==> src/rtl/phy_serial_rx_sync.sv <==
// Single-lane serial-to-parallel receiver with comma (COM) alignment.
// Hunts for COM at any bit offset, locks byte boundaries after COM_THRESH
// consecutive aligned COMs, then emits one tagged byte every 8 clocks.
module phy_serial_rx_sync #(
  parameter logic [7:0]  COM        = 8'hBC,
  parameter logic [7:0]  IDLE       = 8'h7C,
  parameter int unsigned COM_THRESH = 4
) (
  input  logic       clk_32f,
  input  logic       reset,
  input  logic       data_in,
  output logic [7:0] data_out,
  output logic       valid_out,
  output logic [1:0] lane_out,
  output logic       strobe_out,
  output logic       active
);

  typedef enum logic [1:0] {
    SEARCH  = 2'd0,
    ALIGNED = 2'd1,
    ACTIVE  = 2'd2
  } state_t;

  localparam logic [3:0] THRESH = COM_THRESH[3:0];

  state_t     state_r, state_s;
  logic [7:0] sr_r;
  logic [7:0] nsr_s;
  logic [2:0] bit_cnt_r, bit_cnt_s;
  logic [3:0] com_cnt_r, com_cnt_s;
  logic [3:0] com_inc_s;
  logic [1:0] lane_cnt_r, lane_cnt_s;
  logic [7:0] data_s;
  logic       valid_s;
  logic [1:0] lane_s;
  logic       strobe_s;
  logic       active_s;
  logic       boundary_s;
  logic       is_com_s;

  // Next-state, counters and next output values for the alignment FSM.
  always_comb begin
    nsr_s      = {sr_r[6:0], data_in};
    boundary_s = (bit_cnt_r == 3'd7);
    is_com_s   = (nsr_s == COM);
    com_inc_s  = com_cnt_r + 4'd1;
    state_s    = state_r;
    bit_cnt_s  = bit_cnt_r;
    com_cnt_s  = com_cnt_r;
    lane_cnt_s = lane_cnt_r;
    data_s     = data_out;
    valid_s    = valid_out;
    lane_s     = lane_out;
    strobe_s   = 1'b0;
    active_s   = active;
    case (state_r)
      SEARCH: begin
        // Bit-granular hunt: the counter is parked until a COM lines up.
        bit_cnt_s = 3'd0;
        if (is_com_s) begin
          com_cnt_s = 4'd1;
          if (THRESH == 4'd1) begin
            state_s    = ACTIVE;
            active_s   = 1'b1;
            lane_cnt_s = 2'd0;
          end else begin
            state_s = ALIGNED;
          end
        end else begin
          state_s   = SEARCH;
          com_cnt_s = 4'd0;
        end
      end
      ALIGNED: begin
        bit_cnt_s = bit_cnt_r + 3'd1;
        if (boundary_s) begin
          if (is_com_s) begin
            com_cnt_s = com_inc_s;
            if (com_inc_s == THRESH) begin
              state_s    = ACTIVE;
              active_s   = 1'b1;
              lane_cnt_s = 2'd0;
            end else begin
              state_s = ALIGNED;
            end
          end else begin
            // Misaligned or broken comma run: drop the byte and re-hunt.
            state_s   = SEARCH;
            com_cnt_s = 4'd0;
            bit_cnt_s = 3'd0;
          end
        end else begin
          state_s = ALIGNED;
        end
      end
      ACTIVE: begin
        bit_cnt_s = bit_cnt_r + 3'd1;
        if (boundary_s) begin
          data_s     = nsr_s;
          valid_s    = (nsr_s != COM) && (nsr_s != IDLE);
          lane_s     = lane_cnt_r;
          lane_cnt_s = lane_cnt_r + 2'd1;
          strobe_s   = 1'b1;
        end else begin
          strobe_s = 1'b0;
        end
      end
      default: begin
        state_s    = SEARCH;
        bit_cnt_s  = 3'd0;
        com_cnt_s  = 4'd0;
        lane_cnt_s = 2'd0;
        active_s   = 1'b0;
      end
    endcase
  end

  // State, shift register, counters and registered outputs.
  always_ff @(posedge clk_32f) begin
    if (reset) begin
      state_r    <= SEARCH;
      sr_r       <= 8'h00;
      bit_cnt_r  <= 3'd0;
      com_cnt_r  <= 4'd0;
      lane_cnt_r <= 2'd0;
      data_out   <= 8'h00;
      valid_out  <= 1'b0;
      lane_out   <= 2'd0;
      strobe_out <= 1'b0;
      active     <= 1'b0;
    end else begin
      state_r    <= state_s;
      sr_r       <= nsr_s;
      bit_cnt_r  <= bit_cnt_s;
      com_cnt_r  <= com_cnt_s;
      lane_cnt_r <= lane_cnt_s;
      data_out   <= data_s;
      valid_out  <= valid_s;
      lane_out   <= lane_s;
      strobe_out <= strobe_s;
      active     <= active_s;
    end
  end

endmodule

==> config.mk <==
export PLATFORM = sky130hd
export DESIGN_NAME = phy_serial_rx_sync
export DESIGN_NICKNAME = d
export VERILOG_FILES = /design/src/rtl/phy_serial_rx_sync.sv
export SDC_FILE = /design/constraint.sdc
export NUM_CORES = 1
export LEC_CHECK = 0
export BUFFER_PORTS_ARGS = -buffer_cell sky130_fd_sc_hd__buf_2
export CORE_MARGIN = 1.5
export CORE_UTILIZATION = 25
export DETAILED_ROUTE_END_ITERATION = 10
export GPL_TIMING_DRIVEN = 0
export SLEW_MARGIN = 20
export SYNTH_ARGS = -nofsm -noshare
export SYNTH_HDL_FRONTEND = slang
export SYNTH_SLANG_ARGS = --single-unit
==> constraint.sdc <==
create_clock -name clk_32f -period 1.7 [get_ports clk_32f]
set_input_delay 0.34 -clock clk_32f [delete_from_list [all_inputs] [get_ports clk_32f]]
set_output_delay 0.34 -clock clk_32f [all_outputs]
set_load 0.005 [all_outputs]
; After elaboration in Yosys (flattened, before gate mapping)
; Index checks and enable logic that the tools add are counted.
[word_totals]
register_bits = 31
input_bits = 3
out_inout_bits = 13
wordCells = 57
[classes]
add_sub_neg = 3
n_eq_ne = 11
mux = 22
bitwise_logic = 3
n_reduce_logical = 8
[op_table]
columns = operator, n
row1 = 2-to-1 mux 2 bit, 7
row2 = one-hot mux 2 bit (3 select lines), 2
row3 = one-hot mux 4 bit (3 select lines), 1
row4 = == test 8 bit (second input constant), 1
row5 = 2-to-1 mux 4 bit, 2
row6 = != test 2 bit (second input constant), 4
row7 = != test 8 x 7 -> 1 bit (second input constant), 1
row8 = != test 8 bit (second input constant), 1
row9 = 2-to-1 mux 1 bit, 6
row10 = 2-to-1 mux 3 bit, 2
row11 = one-hot mux 3 bit (2 select lines), 1
row12 = AND reduction 5 bit, 1
row13 = adder 4 x 1 -> 4 bit (second input constant), 1
row14 = == test 4 x 3 -> 1 bit (second input constant), 1
row15 = AND reduction 2 bit, 2
row16 = AND reduction 4 bit, 1
row17 = OR reduction 2 bit, 2
row18 = adder 3 x 1 -> 3 bit (second input constant), 1
row19 = == test 3 bit (second input constant), 1
row20 = NOT 1 bit, 3
row21 = adder 2 x 1 -> 2 bit (second input constant), 1
row22 = == test 2 x 1 -> 1 bit (second input constant), 1
row23 = == test 2 bit (second input constant), 1
row24 = logical NOT 2 bit, 1
row25 = other kinds (2), 2

; Depth between registers and ports, before layout
; Gate-level depths: netlist (run 1).
[logic_depth]
depth_word = 6
mapped_depth = 8
ltp_nobuf = 7

; Worst setup path after synthesis (run 1)
; OpenSTA, ideal clock, no wires.
[synth_timing]
kind = register to register
startpoint = reg com_cnt_r[0]
endpoint = reg state_r[1]
setup_ps = 70
arrival_ps = 1634
required_ps = 1630
setup_slack_ps = -4
path_stages_with_launch = 7
n_path_buf = 0
synth_period_minus_slack_ps = 1704
cell_sequence = dfxtp_1 > ha_1 > nand2b_1 > o21ai_0 > a31oi_1 > or4_1 > a21oi_1
[synth_via]
elab_chain_cells = 6
[synth_lines]
columns = item, line_no
row1 = "start, declared", 31  ; logic [3:0] com_cnt_r, com_cnt_s;
row2 = "start signal, assigned", 136  ; com_cnt_r <= com_cnt_s;
row3 = adder 4 x 1 -> 4 bit, 47  ; com_inc_s = com_cnt_r + 4'd1;
row4 = == test 4 x 3 -> 1 bit, 80  ; if (com_inc_s == THRESH) begin
row5 = 2-to-1 mux 2 bit, 80
row6 = 2-to-1 mux 2 bit, 78  ; if (is_com_s) begin
row7 = 2-to-1 mux 2 bit, 77  ; if (boundary_s) begin
row8 = one-hot mux 2 bit (3 select lines), 57  ; case (state_r)
row9 = "end signal, assigned", 133  ; state_r <= state_s;
row10 = "end, declared", 27  ; state_t state_r, state_s;
; No other way between the ends.
; A chain may end at the register's enable or synchronous reset.

; Worst setup path after layout (run 1)
[layout_timing]
startpoint = reg com_cnt_r[1]
endpoint = reg state_r[1]
; The elaborated chain is that of the path after synthesis.

==> flow_summary.yaml, run 1 <==
synth:
  syn_area_um2: 1330
  synthMuxAreaShare_pct: 0
  yosys.area_share.simple_pct: 24.2
  seq_area_frac_synth_pct: 46.7
  synth_cell_types: 32
  yosys.area_share.adder_pct: 6.59
  synth_cells: 154
  yosysWarnings: 0
  synth_area_leaders: "dfxtp_1, nand2_1, a21oi_1"
  yosysTopAreaCell: "dfxtp_1"
  synth_compound_area_share_pct: 17.1
  syn_nets: 164
  ys_ff_latch: 31
  yosysTopAreaCellShare_pct: 46.7
  synth_xor_area_share_pct: 0.659
  avgSynthCellArea_um2: 8.64
  synth_top_family_by_area: "simple AND/OR/NAND/NOR gates"
status:
  outcome: "completed"
detailed_routing:
  drc: 0
  wire_per_inst_um: 11.6
  vias: 1122
  final_antenna_net_count: 0
  drt_iter0_drc: 44
  finalWirelength_um: 2910
  vias_per_cell: 4.45
  first_pass_iters: 4
global_routing:
  grt_pass1_wl_um: 5090
  grt_max_degree: 11
  grt.total_usage_pct: 11.3
  grt_pass1_vias: 1113
  antenna_found_initial: 0
  grt_overflow_total: 0
setup_path:
  critical_path_class: "reg -> reg"
  crit_path_start_kind: "flop"
  arrival_ns: 1.91
  end_kind: "flop"
  critical_path_required_ns: 1.91
  r2r_slack_ns: 0.002
  cp_max_fo: 5
place:
  portBuffers: 15
  place.gp.congestion: 0.728
  hpwlAfterDp_um: 1890
clock_network:
  cts_tree: "done"
  htree_levels: 2
  cts_max_path_buffers: 2
  clk_latency_ns: 0.28
  clk_pin_slew_ns: 0.06
  cts_inserted_buffers: 5
  hold_buffers: 0
  cts-root-buf: "clkbuf_8"
  clock_sinks: 31
timing:
  slew_headroom_pct: 64.0
  rsz0062_at_grt: "true"
  finalHoldViolations: 0
  fin_crit_ns: 1.70
  finalClockSkew_ns: 0.00320
  setup_viol: 0
  fmax_ghz: 0.589
  slew_viol_final: 0
  max_slew.worst_pin.slew_ns: 0.541
  tns_ns: 0
  finalCritPeriodShare_pct: 99.9
  whs_ns: 0.263
floorplanning:
  boundaryPins: 16
  die_w_um: 75.9
  core_um2: 5110
  initial_core_util_pct: 26.0
  fp-row-count: 26
  die_height_um: 75.9
  die_area_um2: 5770
finish:
  nets: 192
  fill_cells: 538
  n_antenna_cell: 0
  layout-drive-gt1-share_pct: 33.5
  syn_to_final_growth_pct: 32.8
pwr:
  power_frac_seq_pct: 54.9
  leakage_nw: 0.642
  ir_drop_mv: 0.295
  switching_power_w: 0.000280
  clock_power_share_pct: 43.5
  swShare_pct: 21.0
  p_int_w: 0.00105
  p_per_area_nw_per_um2: 753
  combPwrFrac_pct: 1.6
run:
  max_cap_viol_count: 0
worst_hold_path:
  hold_class: "in -> reg"
[area by class of cell]
class                   instances  area, µm²  area share, %
plain buffers                   6       25.0           1.42
clock buffers                   6       82.6           4.67
clock inverters                 1       5.00          0.283
inverters                       7       26.3           1.49
multi-input cells             107        763           43.2
flip-flops and latches         31        634           35.9
well taps                      70       87.6           4.96
repair buffers                 24        143           8.07
[layer usage]
| layer | GRT usage [%] | vias up | wire [µm] |
|---|---|---|---|
| li1 | - | 587 | - |
| met1 | 13.2 | 514 | 1400 |
| met2 | 17.7 | 16 | 1330 |
| met3 | 4.10 | 5 | 111 |
| met4 | 6.67 | 0 | 75 |
| met5 | 0 | - | 0 |
[cell usage in the layout (no fill, tap or decap), types with 2 or more instances in the layout]
master / n
buf_4: 9
nor3_4: 2
or4_4: 2
nand2_1: 27
clkbuf_1: 3
and2_1: 3
nand2b_4: 3
dfxtp_1: 24
buf_2: 15
nor4_1: 2
ha_1: 2
nand2b_1: 2
ha_2: 4
nor3_1: 3
a221o_1: 2
inv_1: 7
dfxtp_4: 2
a21oi_2: 3
clkbuf_8: 6
nor2_1: 5
dfxtp_2: 5
a21oi_1: 16
nor2b_1: 8
o21ai_0: 2
clkbuf_2: 2
[critical path, stage by stage (launching register included)]
cell and delay, ns:
dfxtp_4 0.37, ha_4 0.17, nand2b_4 0.14, o21ai_4 0.14, a31oi_4 0.13, or4_4 0.54
a21oi_2 0.15
[cells in the mapped netlist]
cell / n
and2_1: 3
nor3_4: 1
o2bb2ai_1: 1
a311oi_1: 1
clkbuf_1: 7
or4_1: 2
ha_1: 7
nand2_1: 27
a31oi_1: 2
nor2_1: 5
a21oi_1: 19
o41ai_1: 2
a221o_1: 2
o21ai_0: 5
a21bo_2: 1
a211oi_1: 2
nand2b_1: 5
nor3b_1: 1
nor3_1: 4
inv_1: 7
buf_4: 1
and3b_1: 1
nand4_1: 1
o21a_1: 1
xnor2_1: 1
a22oi_1: 1
nor4bb_1: 1
buf_1: 1
nor2b_1: 8
nand3_1: 1
dfxtp_1: 31
nor4_1: 2
[per-stage QoR]
step           util, %  setup WS, ns  cells  power, W  cell area, µm²
4_1_cts           33.7       0.00388    251   0.00135            1720
5_1_grt           34.6       -0.0851    252   0.00139            1770
3_5_place_dp      29.3        -0.214    239  0.000770            1500
3_3_place_gp      29.3        -0.191    239  0.000770            1500
6_report          34.6       0.00194    252   0.00133            1770
2_1_floorplan        -     -0.000912    154  0.000761            1340
[state kept, by name, indices dropped and copies added (netlist names)]
signal / count
bit_cnt_r: 3
sr_r: 7
strobe_out: 1
com_cnt_r: 4
state_r: 2
lane_cnt_r: 2
lane_out: 2
valid_out: 1
active: 1
data_out: 8
[power groups by stage]
stage | clock network, W | registers (W) | logic (W)
2_1_floorplan | 0 | 0.000748 | 0.0000125
3_3_place_gp | 0 | 0.000749 | 0.0000212
3_5_place_dp | 0 | 0.000749 | 0.0000212
4_1_cts | 0.000599 | 0.000731 | 0.0000220
5_1_grt | 0.000640 | 0.000730 | 0.0000238
6_report | 0.000579 | 0.000730 | 0.0000216
[final timing paths]
path | startpoint | endpoint | cells after the start
max | com_cnt_r[1]$_SDFFE_PP0P_ | state_r[1]$_SDFFE_PP0N_ | 6
min | reset | strobe_out$_SDFF_PP0_ | 2
max reg2reg | com_cnt_r[1]$_SDFFE_PP0P_ | state_r[1]$_SDFFE_PP0N_ | 6
min reg2reg | bit_cnt_r[0]$_SDFF_PP0_ | bit_cnt_r[0]$_SDFF_PP0_ | 1
[repair_timing]
item,4_1_cts,5_1_grt
pin swaps,9,7
setup buffers,7,2
resized for setup,22,15
endpoints found under the hold margin,0,0
endpoints found under the setup margin,22,21
[logic make-up (layout without fill, tap and decap cells)]
kind of cell / Yosys count / after routing
and+or+nand+nor: 62 / 62
AOI/OAI and AO/OA: 37 / 37
buffers and inverters: 16 / 44
xor gates and xnor gates: 1 / 1
DFF: 31 / 31
adders and majority gates: 7 / 7
(Power assumes the default switching activity.)
==> run 2, diff against run 1 <==
==> constraint.sdc (replaced) <==
create_clock -name clk_32f -period 1.9 [get_ports clk_32f]
set_input_delay 0.38 -clock clk_32f [delete_from_list [all_inputs] [get_ports clk_32f]]
set_output_delay 0.38 -clock clk_32f [all_outputs]
set_load 0.005 [all_outputs]
==> run 2 against run 1 <==
Compared with the run above:
- first-iteration DRC count rose by 30%
- setup slack improved by 0.062 ns
- sequential cell count did not move
- largest power group unchanged
- clock skew rose by 0.0030 ns
- wire length fell by 1.8%
- non-clock buffer count fell by 4
- combinational power fell by 11%
- hold slack improved by 0.042 ns
- sequential share of layout area rose by 1.5 points
==> flow_summary.yaml, run 2 (synthesis results as in run 1) <==
status:
  outcome: "completed"
place:
  place.gp.congestion: 0.725
  hpwlAfterDp_um: 1860
  place_ws_ns: -0.0408
  portBuffers: 15
floorplanning:
  initial_core_util_pct: 26.0
  die_w_um: 75.9
  fp-row-count: 26
  die_area_um2: 5770
  core_um2: 5110
  die_height_um: 75.9
  boundaryPins: 16
pwr:
  p_per_area_nw_per_um2: 776
  power_frac_seq_pct: 50.6
  leakage_nw: 0.616
  p_int_w: 0.00104
  ir_drop_mv: 0.340
  swShare_pct: 19.6
  clock_power_share_pct: 47.9
  switching_power_w: 0.000254
  combPwrFrac_pct: 1.5
setup_path:
  crit_path_start_kind: "flop"
  arrival_ns: 2.04
  cp_max_fo: 9
  end_kind: "flop"
  critical_path_required_ns: 2.11
  critical_path_class: "reg -> reg"
  rr_worst_depth: 5
timing:
  setup_ws_ns: 0.0635
  finalCritPeriodShare_pct: 96.7
  finalHoldViolations: 0
  slew_headroom_pct: 66.0
  whs_ns: 0.305
  tns_ns: 0
  fmax_ghz: 0.545
  max_slew.worst_pin.slew_ns: 0.510
  setup_viol: 0
  fin_crit_ns: 1.84
  slew_viol_final: 0
  finalClockSkew_ns: 0.00624
clock_network:
  cts-root-buf: "clkbuf_8"
  cts_tree: "done"
  clock_sinks: 31
  cts_max_path_buffers: 2
  cts_inserted_buffers: 5
  clk_latency_ns: 0.28
  clk_pin_slew_ns: 0.06
  htree_levels: 2
  hold_buffers: 0
detailed_routing:
  vias: 1127
  final_antenna_net_count: 0
  drc: 0
  wire_per_inst_um: 11.5
  finalWirelength_um: 2860
  drt_iter0_drc: 57
  first_pass_iters: 4
  vias_per_cell: 4.54
finish:
  reg_top3: "data_out x8, sr_r x7, com_cnt_r x4"
  nets: 188
  n_antenna_cell: 0
  largest_reg_flops: 8
  layout_common_cells: "nand2_1, dfxtp_1, a21oi_1, buf_2, nor2b_1"
  syn_to_final_growth_pct: 25.7
  top_register: "data_out"
  layout-drive-gt1-share_pct: 23.0
worst_hold_path:
  hold_class: "in -> reg"
  worstHoldPathCells: 2
global_routing:
  grt.total_usage_pct: 10.5
  antenna_found_initial: 0
  grt_pass1_wl_um: 4790
  grt_max_degree: 11
  grt_overflow_total: 0
  grt_pass1_vias: 1056
run:
  max_cap_viol_count: 0
[run 2: worst paths after layout]
| path | startpoint | to | slack (ns) |
|---|---|---|---|
| max | sr_r[2]$_SDFF_PP0_ | state_r[1]$_SDFFE_PP0N_ | 0.06 |
| min | reset | strobe_out$_SDFF_PP0_ | 0.31 |
| max reg2reg | sr_r[2]$_SDFF_PP0_ | state_r[1]$_SDFFE_PP0N_ | 0.06 |
| min reg2reg | bit_cnt_r[0]$_SDFF_PP0_ | bit_cnt_r[0]$_SDFF_PP0_ | 0.42 |
[run 2: worst max-delay path, stage by stage, from the launching register on]
cell and delay, ns:
dfxtp_2 0.34, nand4_1 0.15, or4_4 0.51, buf_6 0.16
or4_1 0.48, a21oi_1 0.13
[run 2: timing repair]
item	4_1_cts	5_1_grt
setup buffers	3	1
endpoints found under the setup margin	3	22
endpoints found under the hold margin	0	0
gates resized for setup	3	14
pin swaps	1	3
[run 2: metrics by stage]
step           util, %  instances  total power (W)  area, µm²
2_1_floorplan        -        154         0.000681       1330
3_3_place_gp      29.2        239         0.000689       1490
3_5_place_dp      29.2        239         0.000690       1490
4_1_cts           31.8        249          0.00131       1630
5_1_grt           32.7        248          0.00135       1670
6_report          32.7        248          0.00130       1670
[run 2: final cells by class]
class | instances | area, µm²
timing repair buffer | 19 | 105
clock inverter | 1 | 30.0
buffer | 7 | 35.0
tap | 70 | 87.6
inverter | 7 | 26.3
multi-input combinational | 107 | 689
clock buffer | 6 | 72.6
fill | 557 | 3440
sequential | 31 | 626
[run 2: layer usage]
layer	GRT usage [%]	vias to the layer above	part of all wire, %
li1	-	573	-
met3	2.89	7	3.1
met2	15.5	21	45
met1	13.8	526	49
met5	0	-	0
met4	5.56	0	2.3
[run 2: power by group through the flow]
| stage | Combinational (W) | Sequential (W) | Clock (W) |
|---|---|---|---|
| after floorplan | 0.0000112 | 0.000669 | 0 |
| after global placement | 0.0000191 | 0.000670 | 0 |
| after detailed placement | 0.0000196 | 0.000670 | 0 |
| after CTS | 0.0000197 | 0.000656 | 0.000635 |
| after global routing | 0.0000212 | 0.000656 | 0.000671 |
| final | 0.0000192 | 0.000656 | 0.000622 |
